File: config.mk
export PLATFORM = sky130hd
export DESIGN_NAME = io_link_ctrl
export DESIGN_NICKNAME = d
export VERILOG_FILES = /design/src/rtl/io_link_pkg.sv /design/src/rtl/io_link_rr_pick.sv /design/src/rtl/io_link_ctrl.sv
export SDC_FILE = /design/constraint.sdc
export NUM_CORES = 1
export LEC_CHECK = 0
export CORE_MARGIN = 4
export CORE_UTILIZATION = 55
export DETAILED_ROUTE_END_ITERATION = 8
export DONT_BUFFER_PORTS = 1
export PLACE_DENSITY = 0.7
export RECOVER_POWER = 50
export SETUP_SLACK_MARGIN = 0.2
export SYNTH_ARGS = -nofsm -noshare
export SYNTH_HDL_FRONTEND = slang
export SYNTH_HIERARCHICAL = 1
export SYNTH_SLANG_ARGS = --single-unit
export TNS_END_PERCENT = 50
File: constraint.sdc
create_clock -name clock -period 6.6 [get_ports clock]
set_input_delay 1.65 -clock clock [delete_from_list [all_inputs] [get_ports clock]]
set_output_delay 1.65 -clock clock [all_outputs]
set_load 0.005 [all_outputs]
File: src/rtl/io_link_pkg.sv
// Shared constants and state types for the AGC UART link controller.
package io_link_pkg;

    localparam logic [7:0] SYNC_BYTE = 8'hA5;
    localparam int         N_IN_CH   = 6;

    typedef enum logic [2:0] {
        CH_VERB   = 3'd0,
        CH_NOUN   = 3'd1,
        CH_AXI_G  = 3'd2,
        CH_AXI_RA = 3'd3,
        CH_AXI_RB = 3'd4,
        CH_AXI_ATX = 3'd5
    } in_ch_e;

    typedef enum logic [1:0] {
        RX_IDLE = 2'd0,
        RX_CHAN = 2'd1,
        RX_HI   = 2'd2,
        RX_LO   = 2'd3
    } rx_state_t;

    typedef enum logic [2:0] {
        TX_IDLE = 3'd0,
        TX_SYNC = 3'd1,
        TX_CHAN = 3'd2,
        TX_HI   = 3'd3,
        TX_LO   = 3'd4
    } tx_state_t;

endpackage

File: src/rtl/io_link_rr_pick.sv
// Combinational round-robin picker: first set bit of pending at or after ptr.
module io_link_rr_pick
    import io_link_pkg::*;
#(
    parameter int N  = 8,
    parameter int PW = (N > 1) ? $clog2(N) : 1
) (
    input  logic [N-1:0]  pending,
    input  logic [PW-1:0] ptr,
    output logic [PW-1:0] grant,
    output logic          valid
);

    // Scan offsets from the farthest down to zero so the closest pending channel wins.
    always_comb begin
        grant = '0;
        valid = 1'b0;
        for (int i = N - 1; i >= 0; i--) begin
            if (pending[(int'(ptr) + i) % N]) begin
                grant = PW'((int'(ptr) + i) % N);
                valid = 1'b1;
            end
        end
    end

endmodule

File: src/rtl/io_link_ctrl.sv
// UART link sequencer between uart_rx/uart_tx and the AGC IO register file.
//
// RX FSM
//   state   | meaning
//   RX_IDLE | hunting for SYNC, other bytes dropped
//   RX_CHAN | expecting channel byte (0..5)
//   RX_HI   | expecting {0, d[14:8]}
//   RX_LO   | expecting d[7:0], commit frame
//
// TX FSM
//   state   | meaning
//   TX_IDLE | pick next pending output channel, snapshot its data
//   TX_SYNC | send SYNC byte
//   TX_CHAN | send absolute channel select
//   TX_HI   | send {0, d[14:8]}
//   TX_LO   | send d[7:0]
module io_link_ctrl
    import io_link_pkg::*;
#(
    parameter int N_OUT_CH   = 8,
    parameter int OUT_BASE   = 8,
    parameter int RX_TIMEOUT = 50000
) (
    input  logic                clock,
    input  logic                reset_n,
    input  logic                IO_write_en,
    input  logic [4:0]          IO_write_sel,
    input  logic [14:0]         IO_write_data,
    input  logic [7:0]          rx_data,
    input  logic                rx_valid,
    output logic [7:0]          tx_data,
    output logic                tx_start,
    input  logic                tx_busy,
    output logic [14:0]         DSKY_VERB_data,
    output logic [14:0]         DSKY_NOUN_data,
    output logic [14:0]         AXI_G_data,
    output logic [14:0]         AXI_RA_data,
    output logic [14:0]         AXI_RB_data,
    output logic [14:0]         AXI_ATX_data,
    output logic [5:0]          chan_updated,
    output logic                rx_frame_err,
    output logic [N_OUT_CH-1:0] tx_pending
);

    localparam int PW = (N_OUT_CH > 1) ? $clog2(N_OUT_CH) : 1;
    localparam int CW = $clog2(RX_TIMEOUT + 1);
    localparam logic [CW-1:0] TO_VAL = CW'(RX_TIMEOUT);

    // ---------------- RX side ----------------
    rx_state_t     rx_state, rx_state_nxt;
    logic [2:0]    rx_chan;
    logic [6:0]    rx_hi;
    logic [CW-1:0] to_cnt;
    logic [14:0]   ch_reg [N_IN_CH];
    logic          rx_timeout;
    logic          chan_ld, hi_ld, commit, err_nxt;

    // RX next-state: byte parsing, frame checks and inter-byte timeout.
    always_comb begin
        rx_state_nxt = rx_state;
        chan_ld      = 1'b0;
        hi_ld        = 1'b0;
        commit       = 1'b0;
        err_nxt      = 1'b0;
        rx_timeout   = (rx_state != RX_IDLE) && !rx_valid && (to_cnt == TO_VAL);
        if (rx_timeout) begin
            err_nxt      = 1'b1;
            rx_state_nxt = RX_IDLE;
        end else if (rx_valid) begin
            case (rx_state)
                RX_IDLE: begin
                    if (rx_data == SYNC_BYTE) rx_state_nxt = RX_CHAN;
                end
                RX_CHAN: begin
                    if (rx_data > 8'(N_IN_CH - 1)) begin
                        err_nxt      = 1'b1;
                        rx_state_nxt = RX_IDLE;
                    end else begin
                        chan_ld      = 1'b1;
                        rx_state_nxt = RX_HI;
                    end
                end
                RX_HI: begin
                    if (rx_data[7]) begin
                        err_nxt      = 1'b1;
                        rx_state_nxt = RX_IDLE;
                    end else begin
                        hi_ld        = 1'b1;
                        rx_state_nxt = RX_LO;
                    end
                end
                RX_LO: begin
                    commit       = 1'b1;
                    rx_state_nxt = RX_IDLE;
                end
                default: rx_state_nxt = RX_IDLE;
            endcase
        end
    end

    // RX state, frame holding registers and the timeout counter.
    always_ff @(posedge clock or negedge reset_n) begin
        if (!reset_n) begin
            rx_state <= RX_IDLE;
            rx_chan  <= '0;
            rx_hi    <= '0;
            to_cnt   <= '0;
        end else begin
            rx_state <= rx_state_nxt;
            if (chan_ld) rx_chan <= rx_data[2:0];
            if (hi_ld)   rx_hi   <= rx_data[6:0];
            if (rx_valid || rx_state == RX_IDLE) to_cnt <= '0;
            else if (to_cnt != TO_VAL)           to_cnt <= to_cnt + 1'b1;
        end
    end

    // Channel registers load all 15 bits at once, only on a complete frame.
    always_ff @(posedge clock or negedge reset_n) begin
        if (!reset_n) begin
            for (int i = 0; i < N_IN_CH; i++) ch_reg[i] <= '0;
            chan_updated <= '0;
            rx_frame_err <= 1'b0;
        end else begin
            chan_updated <= '0;
            rx_frame_err <= err_nxt;
            if (commit) begin
                ch_reg[rx_chan] <= {rx_hi, rx_data};
                chan_updated    <= 6'(1) << rx_chan;
            end
        end
    end

    assign DSKY_VERB_data = ch_reg[int'(CH_VERB)];
    assign DSKY_NOUN_data = ch_reg[int'(CH_NOUN)];
    assign AXI_G_data     = ch_reg[int'(CH_AXI_G)];
    assign AXI_RA_data    = ch_reg[int'(CH_AXI_RA)];
    assign AXI_RB_data    = ch_reg[int'(CH_AXI_RB)];
    assign AXI_ATX_data   = ch_reg[int'(CH_AXI_ATX)];

    // ---------------- TX side ----------------
    tx_state_t          tx_state, tx_state_nxt;
    logic [14:0]        shadow [N_OUT_CH];
    logic [N_OUT_CH-1:0] pending, set_mask, clr_mask;
    logic [PW-1:0]      rr_ptr, gnt, wr_idx, snap_idx;
    logic               gnt_valid, wr_hit, pick, byte_ok;
    logic [14:0]        snap_data;
    logic [7:0]         tx_data_nxt, tx_chan_byte;
    logic               tx_start_nxt;
    int                 sel_off;

    io_link_rr_pick #(.N(N_OUT_CH), .PW(PW)) u_rr_pick (
        .pending (pending),
        .ptr     (rr_ptr),
        .grant   (gnt),
        .valid   (gnt_valid)
    );

    // CPU write decode; a set in the same cycle as the snapshot clear keeps the bit pending.
    always_comb begin
        sel_off  = int'(IO_write_sel) - OUT_BASE;
        wr_hit   = IO_write_en && (sel_off >= 0) && (sel_off < N_OUT_CH);
        wr_idx   = PW'(sel_off);
        set_mask = '0;
        clr_mask = '0;
        if (wr_hit) set_mask[wr_idx] = 1'b1;
        if (pick)   clr_mask[gnt]    = 1'b1;
    end

    // Shadow copies of output channels plus their pending flags.
    always_ff @(posedge clock or negedge reset_n) begin
        if (!reset_n) begin
            for (int i = 0; i < N_OUT_CH; i++) shadow[i] <= '0;
            pending <= '0;
        end else begin
            if (wr_hit) shadow[wr_idx] <= IO_write_data;
            pending <= (pending & ~clr_mask) | set_mask;
        end
    end

    assign byte_ok      = !tx_start && !tx_busy;
    assign tx_chan_byte = 8'(OUT_BASE + int'(snap_idx));

    // TX next-state: one byte per state, the cycle after tx_start is never a busy test.
    always_comb begin
        tx_state_nxt = tx_state;
        tx_start_nxt = 1'b0;
        tx_data_nxt  = tx_data;
        pick         = 1'b0;
        case (tx_state)
            TX_IDLE: begin
                if (gnt_valid) begin
                    pick         = 1'b1;
                    tx_state_nxt = TX_SYNC;
                end
            end
            TX_SYNC: begin
                if (byte_ok) begin
                    tx_start_nxt = 1'b1;
                    tx_data_nxt  = SYNC_BYTE;
                    tx_state_nxt = TX_CHAN;
                end
            end
            TX_CHAN: begin
                if (byte_ok) begin
                    tx_start_nxt = 1'b1;
                    tx_data_nxt  = tx_chan_byte;
                    tx_state_nxt = TX_HI;
                end
            end
            TX_HI: begin
                if (byte_ok) begin
                    tx_start_nxt = 1'b1;
                    tx_data_nxt  = {1'b0, snap_data[14:8]};
                    tx_state_nxt = TX_LO;
                end
            end
            TX_LO: begin
                if (byte_ok) begin
                    tx_start_nxt = 1'b1;
                    tx_data_nxt  = snap_data[7:0];
                    tx_state_nxt = TX_IDLE;
                end
            end
            default: tx_state_nxt = TX_IDLE;
        endcase
    end

    // TX state, byte outputs, snapshot of the winning channel and the RR pointer.
    always_ff @(posedge clock or negedge reset_n) begin
        if (!reset_n) begin
            tx_state  <= TX_IDLE;
            tx_start  <= 1'b0;
            tx_data   <= '0;
            snap_data <= '0;
            snap_idx  <= '0;
            rr_ptr    <= '0;
        end else begin
            tx_state <= tx_state_nxt;
            tx_start <= tx_start_nxt;
            tx_data  <= tx_data_nxt;
            if (pick) begin
                snap_data <= shadow[gnt];
                snap_idx  <= gnt;
                rr_ptr    <= (gnt == PW'(N_OUT_CH - 1)) ? '0 : gnt + 1'b1;
            end
        end
    end

    assign tx_pending = pending;

endmodule

==> run metrics, run 1 <==
deepest level of the CTS H-tree 1; fin crit period 4.79 ns; Skew-Pair Late Insertion Delay 0.54 ns; CP endpoint kind flip-flop; Total Routing Usage GR 21.5%; Max Clk Rate between 200 and 250 MHz; Max-Cap Viols 0; reg-to-reg startpoint rr_ptr[1]; Fill cells 1,821; final worst path period share between 70% and 80%; Yosys top cell area share a little under three fifths; Final Slew Violations 0; Post-Synthesis Cell Area 12,900 µm²; Detailed Place HPWL 17.9 mm; synth unique cells 72; flop-to-flop setup slack 1.81 ns; WP data arrival 5.25 ns; Yosys reg bits 286; first-pass GRT wire length 45.0 mm; routing usage on met1 27.7%; Worst R2R End snap_data[14]; DRC Markers 0; top post-synthesis cells by count 286 x dfrtp_1, 231 x mux2_2, 47 x nor2_1; CTS Sinks 286; design area 14,100 µm²; Post-Synth Adder-Cell Area less than 1%; Sequential Area 7160 µm²; site row count 55; area of the multi-input gates 5430 µm²; clk_skew between 0.015 and 0.02 ns; post-synth top area cell dfrtp_1; crit path max fanout 20; Pre-Repair DR Iteration Count 5; ant diodes 0; root buffer cell clkbuf_16; final wirelength 28.0 mm; final setup vio count 0; Synth Net Count 998; Synth Area per Inst roughly 14 µm²; post-route setup TNS 0 ns; routed length per placed instance 21.9 µm; Chip Height 161 µm; Reg2Reg Depth 13; hold path cells 1; Hold Startpoint shadow[87]; number of synthesized flops with an enable pin 0; worst-margin pin slew 1.21 ns; die footprint 26,000 µm²; dominant cell by count in the synthesized netlist dfrtp_1; Post-Synth Simple-Gate Area 6.72%; I/O Buffers 0; Critical Path Source Type flip-flop; worst setup path class flip-flop to flip-flop; GRT Residual Overflow 0; Detail Route Antenna Nets 0; initial antenna violation count 0; vias in the first global route 8,078; largest family of logic cells by synthesized area multiplexers; vias per std cell approximately 6; leakage 6.50 nW; type of the worst min-delay path flip-flop to flip-flop; cts bufs inserted 29; Hold Crit Endpoint shadow[87]; Die X ~160 µm; largest net degree at the start of global routing 287; clock slew at the register clock pins of the worst setup and hold paths roughly 0.06 ns; largest cells by area after synthesis dfrtp_1 55%, mux2_2 20%, mux4_2 3.3%, mux2i_1 2.4%, nor2_1 1.4%; Max VDD drop approximately 300 µV; final hold viol count 0; I/O pin count 147; via count between 7,000 and 8,000; asr flop ratio synth between 90% and 100%; Synth Flop Type dfrtp_1; core box area around 23,000 µm²; Fin Hold WS 0.501 ns; Synth Area in XOR/XNOR between 1 and 1.5%; grt met3 use a little under 8%; Post-Syn Instances 955; power per cell area between 400 and 500 nW/µm²; Seq/Total Area, Yosys approximately 55%; mux cell area share after synthesis about 27%; GR Layer Usage met2 35.5%; Slew HR about a fifth; busiest grt layer met2; cts repair resizes 0; Synth warnings 6; WP data required approximately 7.1 ns; unrepaired setup endpoints after global routing no; placed cell areas 13,100 µm²; Area growth, synth to finish 9.30%; DR iter-0 viols 530; starting density of the core 56.5%; status completed; Synth Area in Compound Gates 6.23%; CTS Hold Buffers Added 0; CTS max path bufs 3; Final Net Count just under 1,000; share of cells above drive strength 1 between 30% and 40%; CTS tree done; number of setup buffers added after CTS 0; routability cong. 0.901
## routing by layer
layer	vias up	wire, µm
met5	-	0
met4	0	413
met3	40	2590
met2	229	13400
met1	3943	11600
li1	3484	-
## cell families after synthesis
kind of cell / count (synthesis)
adder cells (fa/ha/maj): 10
AND/OR/NAND/NOR: 162
flip-flops: 286
AO/OA/AOI/OAI: 122
XOR/XNOR: 15
multiplexers: 288
buffers and inverters: 72
## how the worst max path moves through the flow
| stage | slack, ns | to | depth (start not counted) | startpoint |
|---|---|---|---|---|
| after global routing | 1.49 | snap_data[14] | 13 | rr_ptr[1] |
| final | 1.81 | snap_data[14] | 13 | rr_ptr[1] |
| after detailed placement | 1.86 | snap_data[4] | 12 | rr_ptr[1] |
| after floorplan | 2.74 | snap_data[11] | 17 | rr_ptr[1] |
| after CTS | 1.82 | snap_data[4] | 12 | rr_ptr[1] |
| after global placement | 1.98 | snap_data[8] | 12 | rr_ptr[1] |
## state kept, by name, summed over array words and instances, names as in the netlist, 6 cells and up
| name | count |
|---|---|
| AXI_G_data | 15 |
| chan_updated | 6 |
| rx_hi | 7 |
| shadow | 120 |
| AXI_RA_data | 15 |
| DSKY_VERB_data | 15 |
| to_cnt | 16 |
| tx_pending | 8 |
| snap_data | 15 |
| tx_data | 8 |
| AXI_RB_data | 15 |
| AXI_ATX_data | 15 |
| DSKY_NOUN_data | 15 |
## through the flow
stage / cells / total power [W] / worst slack, ns / util [%]
2_1_floorplan: 955 / 0.00447 / 2.74 / -
3_3_place_gp: 1228 / 0.00503 / 1.98 / 57.6
3_5_place_dp: 1228 / 0.00508 / 1.86 / 57.6
4_1_cts: 1281 / 0.00675 / 1.82 / 61.8
5_1_grt: 1281 / 0.00713 / 1.49 / 61.7
6_report: 1281 / 0.00671 / 1.81 / 61.7
## final cells by class
type / count / area share (%)
clock inverter: 8 / 0.701
clock buffer: 45 / 6.21
multi-input combinational: 597 / 38.5
sequential: 286 / 50.7
inverter: 21 / 0.559
tap: 313 / 2.78
timing repair buffer: 11 / 0.506
## cell usage in the layout, fill, tap and decap left out, types with 7 or more instances in the layout
cell type,netlist,routed
o21ai_0,24,24
a21oi_1,34,34
nor2_1,47,46
nand2b_1,12,12
nand4_1,8,8
o221ai_1,9,9
inv_1,20,20
clkbuf_1,23,10
nor3_1,7,7
xor2_1,9,9
ha_1,10,10
nand3_1,8,8
buf_4,4,8
clkbuf_16,0,29
nand2_1,35,35
mux4_2,19,19
mux2_2,231,232
clkbuf_8,0,9
mux2i_1,31,31
dfrtp_1,286,286
## critical path, cell delays in order (launching register included)
cell,delay [ns]
dfrtp_1,0.70
inv_1,0.25
ha_1,0.53
mux4_1,0.44
mux2_4,0.32
a221oi_1,0.22
and3_1,0.19
nor3_1,0.05
nor2_2,0.93
buf_4,0.36
nand2b_1,0.25
o22ai_1,0.27
a21oi_1,0.06
a21oi_1,0.14
## power by group
group | total, W | internal (W) | switching, W
clock | 0.00165 | 0.000987 | 0.000660
combinational | 0.00265 | 0.00124 | 0.00141
sequential | 0.00241 | 0.00207 | 0.000341
No activity file was read; power rests on OpenSTA's default activity.
==> inputs of run 2 (changes only) <==
Clock period 6.6 ns to 4.8 ns, I/O delays scaled along.
==> run metrics, run 2 (synthesized netlist as in run 1, its figures left out) <==
status completed; largest net degree at the start of global routing 287 (unchanged); routed length per placed instance 22.3 µm (+2.0%); Slew HR 9.28% (-9.6 points); share of cells above drive strength 1 33.1% (-0.10 points); Chip Height 161 µm (unchanged); most frequent cells in the layout 286 x dfrtp_1, 232 x mux2_2, 46 x nor2_1; crit path max fanout 21 (+5.0%); Reg2Reg Depth 12 (-1); area of the multi-input gates 5430 µm² (unchanged); Final Net Count 995 (+0.61%); Fill cells 1,791 (-1.6%); final setup vio count 0 (unchanged); Area growth, synth to finish 9.40% (about the same); Detail Route Antenna Nets 0 (unchanged); site row count 55 (unchanged); GRT Residual Overflow 0 (unchanged); cts repair resizes 0 (unchanged); vias in the first global route 8,193 (+1.4%); CP endpoint kind flip-flop; type of the worst min-delay path input port to async pin; Worst R2R End snap_data[12]; final worst path period share 80.5% (+8.0 points); unrepaired setup endpoints after global routing no; I/O pin count 147 (unchanged); routability cong. 0.868 (-3.6%); final hold viol count 0 (unchanged); power per cell area 659 nW/µm² (+39%); Sequential Area 7160 µm² (unchanged); root buffer cell clkbuf_16; number of setup buffers added after CTS 0 (unchanged); leakage 6.52 nW (+0.25%); Pre-Repair DR Iteration Count 4 (-1); Critical Path Source Type flip-flop; CTS Sinks 286 (unchanged); CTS Hold Buffers Added 0 (unchanged); clk_skew 0.0108 ns (-0.00538 ns); Max-Cap Viols 0 (unchanged); Fin Hold WS 0.354 ns (-0.148 ns); worst setup path class flip-flop to flip-flop; WP data required 5.21 ns (-1.86 ns); Total Routing Usage GR 22.1% (+0.54 points); I/O Buffers 0 (unchanged); post-route setup TNS 0 ns (unchanged); die footprint 26,000 µm² (unchanged); Max VDD drop 540 µV (+78%); WP data arrival 4.27 ns (-0.98 ns); CTS max path bufs 3 (unchanged); flop-to-flop setup slack 0.93 ns (-0.88 ns); fin crit period 3.87 ns (-0.922 ns); Largest Register shadow; starting density of the core 56.5% (unchanged); max reg flops 120 (unchanged); deepest level of the CTS H-tree 1 (unchanged); DR iter-0 viols 512 (-3.4%); via count 7,764 (+0.88%); final wirelength 28.7 mm (+2.5%); Max Clk Rate 259 MHz (+24%); Die X 161 µm (unchanged); vias per std cell 6.03 (+0.41%); initial antenna violation count 0 (unchanged); worst slack, placed 0.960 ns (-0.896 ns); largest registers shadow (120), to_cnt (16); core box area 22,800 µm² (unchanged); Final Slew Violations 0 (unchanged); cts bufs inserted 29 (unchanged); ant diodes 0 (unchanged); leading cell type in the layout, fill and taps excluded dfrtp_1; CTS tree done; Skew-Pair Late Insertion Delay 0.54 ns (about the same); DRC Markers 0 (unchanged); worst-margin pin slew 1.36 ns (+0.146 ns); Detailed Place HPWL 17.9 mm (about the same); clock slew at the register clock pins of the worst setup and hold paths 0.07 ns (about the same); first-pass GRT wire length 46.1 mm (+2.4%); reg-to-reg startpoint rr_ptr[1]; final worst slack 0.935 ns (-0.878 ns)
[run 2: routing by layer]
metal	GRT usage [%]	up-vias	part of all wire [%]
li1	-	3491	-
met1	28.1	4013	41
met3	7.66	45	9.1
met5	0	-	0
met2	36.9	215	49
met4	4.81	0	1.6
[run 2: how the worst max path moves through the flow]
| stage | startpoint | end | slack, ns | cells past startpoint |
|---|---|---|---|---|
| floorplan | rr_ptr[1] | snap_data[11] | 0.94 | 17 |
| global placement | rr_ptr[1] | snap_data[12] | 1.02 | 12 |
| detailed placement | rr_ptr[1] | snap_data[12] | 0.96 | 12 |
| CTS | rr_ptr[1] | snap_data[12] | 0.96 | 12 |
| global route | rr_ptr[1] | snap_data[10] | 0.70 | 12 |
| finish | rr_ptr[1] | snap_data[12] | 0.93 | 12 |
[run 2: area by class of cell]
cell class	count	share of cell area [%]
Sequential cell	286	50.7
Clock inverter	11	0.966
Clock buffer	42	5.77
Timing Repair Buffer	17	0.771
Inverter	21	0.558
Multi-Input combinational cell	597	38.5
Tap cell	313	2.77
[run 2: worst max-delay path: stages, from the launching register on]
cell	delay, ns
dfrtp_1	0.34
inv_1	0.11
ha_1	0.47
mux4_1	0.43
mux2_4	0.32
o21ai_2	0.13
a31oi_1	0.09
o21bai_1	0.15
mux2_2	0.60
buf_4	0.31
mux4_2	0.51
a21oi_1	0.17
a21oi_1	0.08
[run 2: through the flow]
| step | instances | utilization (%) | power (W) | instance area [µm²] |
|---|---|---|---|---|
| 6_report | 1287 | 61.8 | 0.00931 | 14100 |
| 5_1_grt | 1287 | 61.8 | 0.00987 | 14100 |
| 4_1_cts | 1287 | 61.9 | 0.00935 | 14100 |
| 3_5_place_dp | 1234 | 57.7 | 0.00706 | 13200 |
| 3_3_place_gp | 1234 | 57.7 | 0.00698 | 13200 |
| 2_1_floorplan | 955 | - | 0.00615 | 12900 |
[run 2: power breakdown]
part / total, W / internal (W) / switching, W / leakage (nW)
clock: 0.00225 / 0.00134 / 0.000912 / 0.467
sequential: 0.00327 / 0.00285 / 0.000417 / 3.74
combinational: 0.00379 / 0.00173 / 0.00207 / 2.31
==> inputs of run 3 (changes only) <==
Settings changed: PLACE_DENSITY 0.7 to 0.73.
Clock period 4.8 ns to 3.5 ns, I/O delays scaled along.
==> run metrics, run 3 (synthesized netlist as in run 1, its figures left out) <==
status completed; Cell Int Power 0.00967 W (+63%); worst slack, placed 0.104 ns (-0.856 ns); deepest level of the CTS H-tree 1 (unchanged); Final Net Count 1,030 (+3.5%); initial antenna violation count 0 (unchanged); Max VDD drop 616 µV (+14%); largest registers shadow (120), to_cnt (16); part of the power in registers 30.0% (-5.1 points); Detailed Place HPWL 18.4 mm (+2.3%); clock slew at the register clock pins of the worst setup and hold paths 0.06 ns (about the same); Fill cells 1,688 (-5.8%); GRT Residual Overflow 0 (unchanged); first-pass GRT wire length 45.9 mm (-0.43%); DR iter-0 viols 590 (+15%); I/O Buffers 0 (unchanged); Max Clk Rate 304 MHz (+18%); Detail Route Antenna Nets 0 (unchanged); Chip Height 161 µm (unchanged); vias per std cell 6.06 (+0.39%); vias in the first global route 8,170 (-0.28%); P_sw 0.00536 W (+58%); Final Slew Violations 0 (unchanged); flop-to-flop setup slack 0.21 ns (-0.72 ns); Sw Share 35.6% (-0.82 points); DRC Markers 0 (unchanged); fin crit period 3.29 ns (-0.580 ns); Pre-Repair DR Iteration Count 6 (+2); Largest Register shadow; crit path max fanout 18 (-14%); Reg2Reg Depth 12 (unchanged); power per cell area 1010 nW/µm² (+54%); Die X 161 µm (unchanged); site row count 55 (unchanged); routed length per placed instance 22.6 µm (+1.3%); final wirelength 29.9 mm (+4.1%); WP data required 3.92 ns (-1.29 ns); die footprint 26,000 µm² (unchanged); share of cells above drive strength 1 38.7% (+5.7 points); Total Routing Usage GR 21.9% (-0.13 points); unrepaired setup endpoints after global routing yes; Slew HR 9.38% (+0.099 points); Worst R2R End snap_data[11]; final hold viol count 0 (unchanged); Critical Path Source Type flip-flop; final worst slack 0.214 ns (-0.720 ns); via count 8,012 (+3.2%); leakage 6.83 nW (+4.7%); max reg flops 120 (unchanged); final worst path period share 93.9% (+13 points); type of the worst min-delay path input port to async pin; WP data arrival 3.70 ns (-0.57 ns); most frequent cells in the layout 284 x dfrtp_1, 230 x mux2_2, 44 x nor2_1; ant diodes 0 (unchanged); CTS Sinks 286 (unchanged); I/O pin count 147 (unchanged); final setup vio count 0 (unchanged); Combinational Power Share 46.4% (+5.7 points); reg-to-reg startpoint rr_ptr[0]; core box area 22,800 µm² (unchanged); largest net degree at the start of global routing 287 (unchanged); Skew-Pair Late Insertion Delay 0.55 ns (about the same); Max-Cap Viols 0 (unchanged); CTS max path bufs 3 (unchanged); area of the multi-input gates 5600 µm² (+3.1%); CTS Hold Buffers Added 0 (unchanged); starting density of the core 56.5% (unchanged); post-route setup TNS 0 ns (unchanged); clock network fraction of total power 23.6% (-0.5 points); Fin Hold WS 0.0524 ns (-0.301 ns); Final Util 64.8% (+3.0 points); CTS tree done; cts bufs inserted 30 (+3.4%); worst setup path class flip-flop to flip-flop; root buffer cell clkbuf_16; Sequential Area 7160 µm² (about the same); clk_skew 0.0239 ns (+0.0132 ns); worst-margin pin slew 1.36 ns (-0.00149 ns); CP endpoint kind flip-flop; leading cell type in the layout, fill and taps excluded dfrtp_1; Area growth, synth to finish 14.8%; routability cong. 0.902 (+4.0%)
run 3: worst max-delay path, cell delays in order (launching register included):
cell	delay, ns
dfrtp_2	0.44
buf_6	0.16
mux4_2	0.51
buf_4	0.17
a21oi_2	0.21
o211ai_1	0.13
a211oi_1	0.36
nor4b_2	0.10
o22ai_1	0.19
buf_6	0.25
nand2b_2	0.29
o221ai_1	0.16
o22a_1	0.20
run 3: area by class of cell:
class | instances | area share, %
sequential | 286 | 48.3
timing repair buffer | 51 | 3.06
tap | 313 | 2.64
clock inverter | 18 | 1.85
inverter | 21 | 0.583
multi-input combinational | 597 | 37.8
clock buffer | 37 | 5.73
run 3: power by group through the flow:
stage          Combinational, W  Sequential (W)  Clock [W]
6_report                0.00698         0.00451    0.00354
3_3_place_gp            0.00541         0.00451          0
3_5_place_dp            0.00549         0.00453          0
5_1_grt                 0.00749         0.00459    0.00373
2_1_floorplan           0.00438         0.00428          0
4_1_cts                 0.00571         0.00448    0.00358
run 3: how the worst max path moves through the flow:
stage,startpoint,to,cells after the start
global placement,rr_ptr[0],snap_data[5],13
global route,rr_ptr[0],snap_data[11],13
detailed placement,rr_ptr[0],snap_data[5],13
finish,rr_ptr[0],snap_data[11],12
CTS,rr_ptr[0],snap_data[0],12
floorplan,rr_ptr[1],snap_data[13],16
run 3: what timing repair did:
action | in CTS | in global routing
setup endpoints to repair | 16 | 24
cloned | 0 | 2
pin swaps | 0 | 12
buffers inserted | 4 | 13
resized for setup | 7 | 36
run 3: layer usage:
layer	vias to the layer above	part of all wire [%]	wire, µm	global-route usage (%)
met1	4157	41	12300	28.3
met5	-	0	0	0
met4	0	1.7	516	4.50
li1	3553	-	-	-
met3	40	8.9	2660	7.63
met2	262	48	14400	36.5
run 3: per-stage QoR:
step	power, W	instances	instance area (µm²)
CTS	0.0138	1308	14600
global route	0.0158	1323	14800
global placement	0.00992	1249	13400
detailed placement	0.0100	1249	13400
finish	0.0150	1323	14800
floorplan	0.00866	955	13000
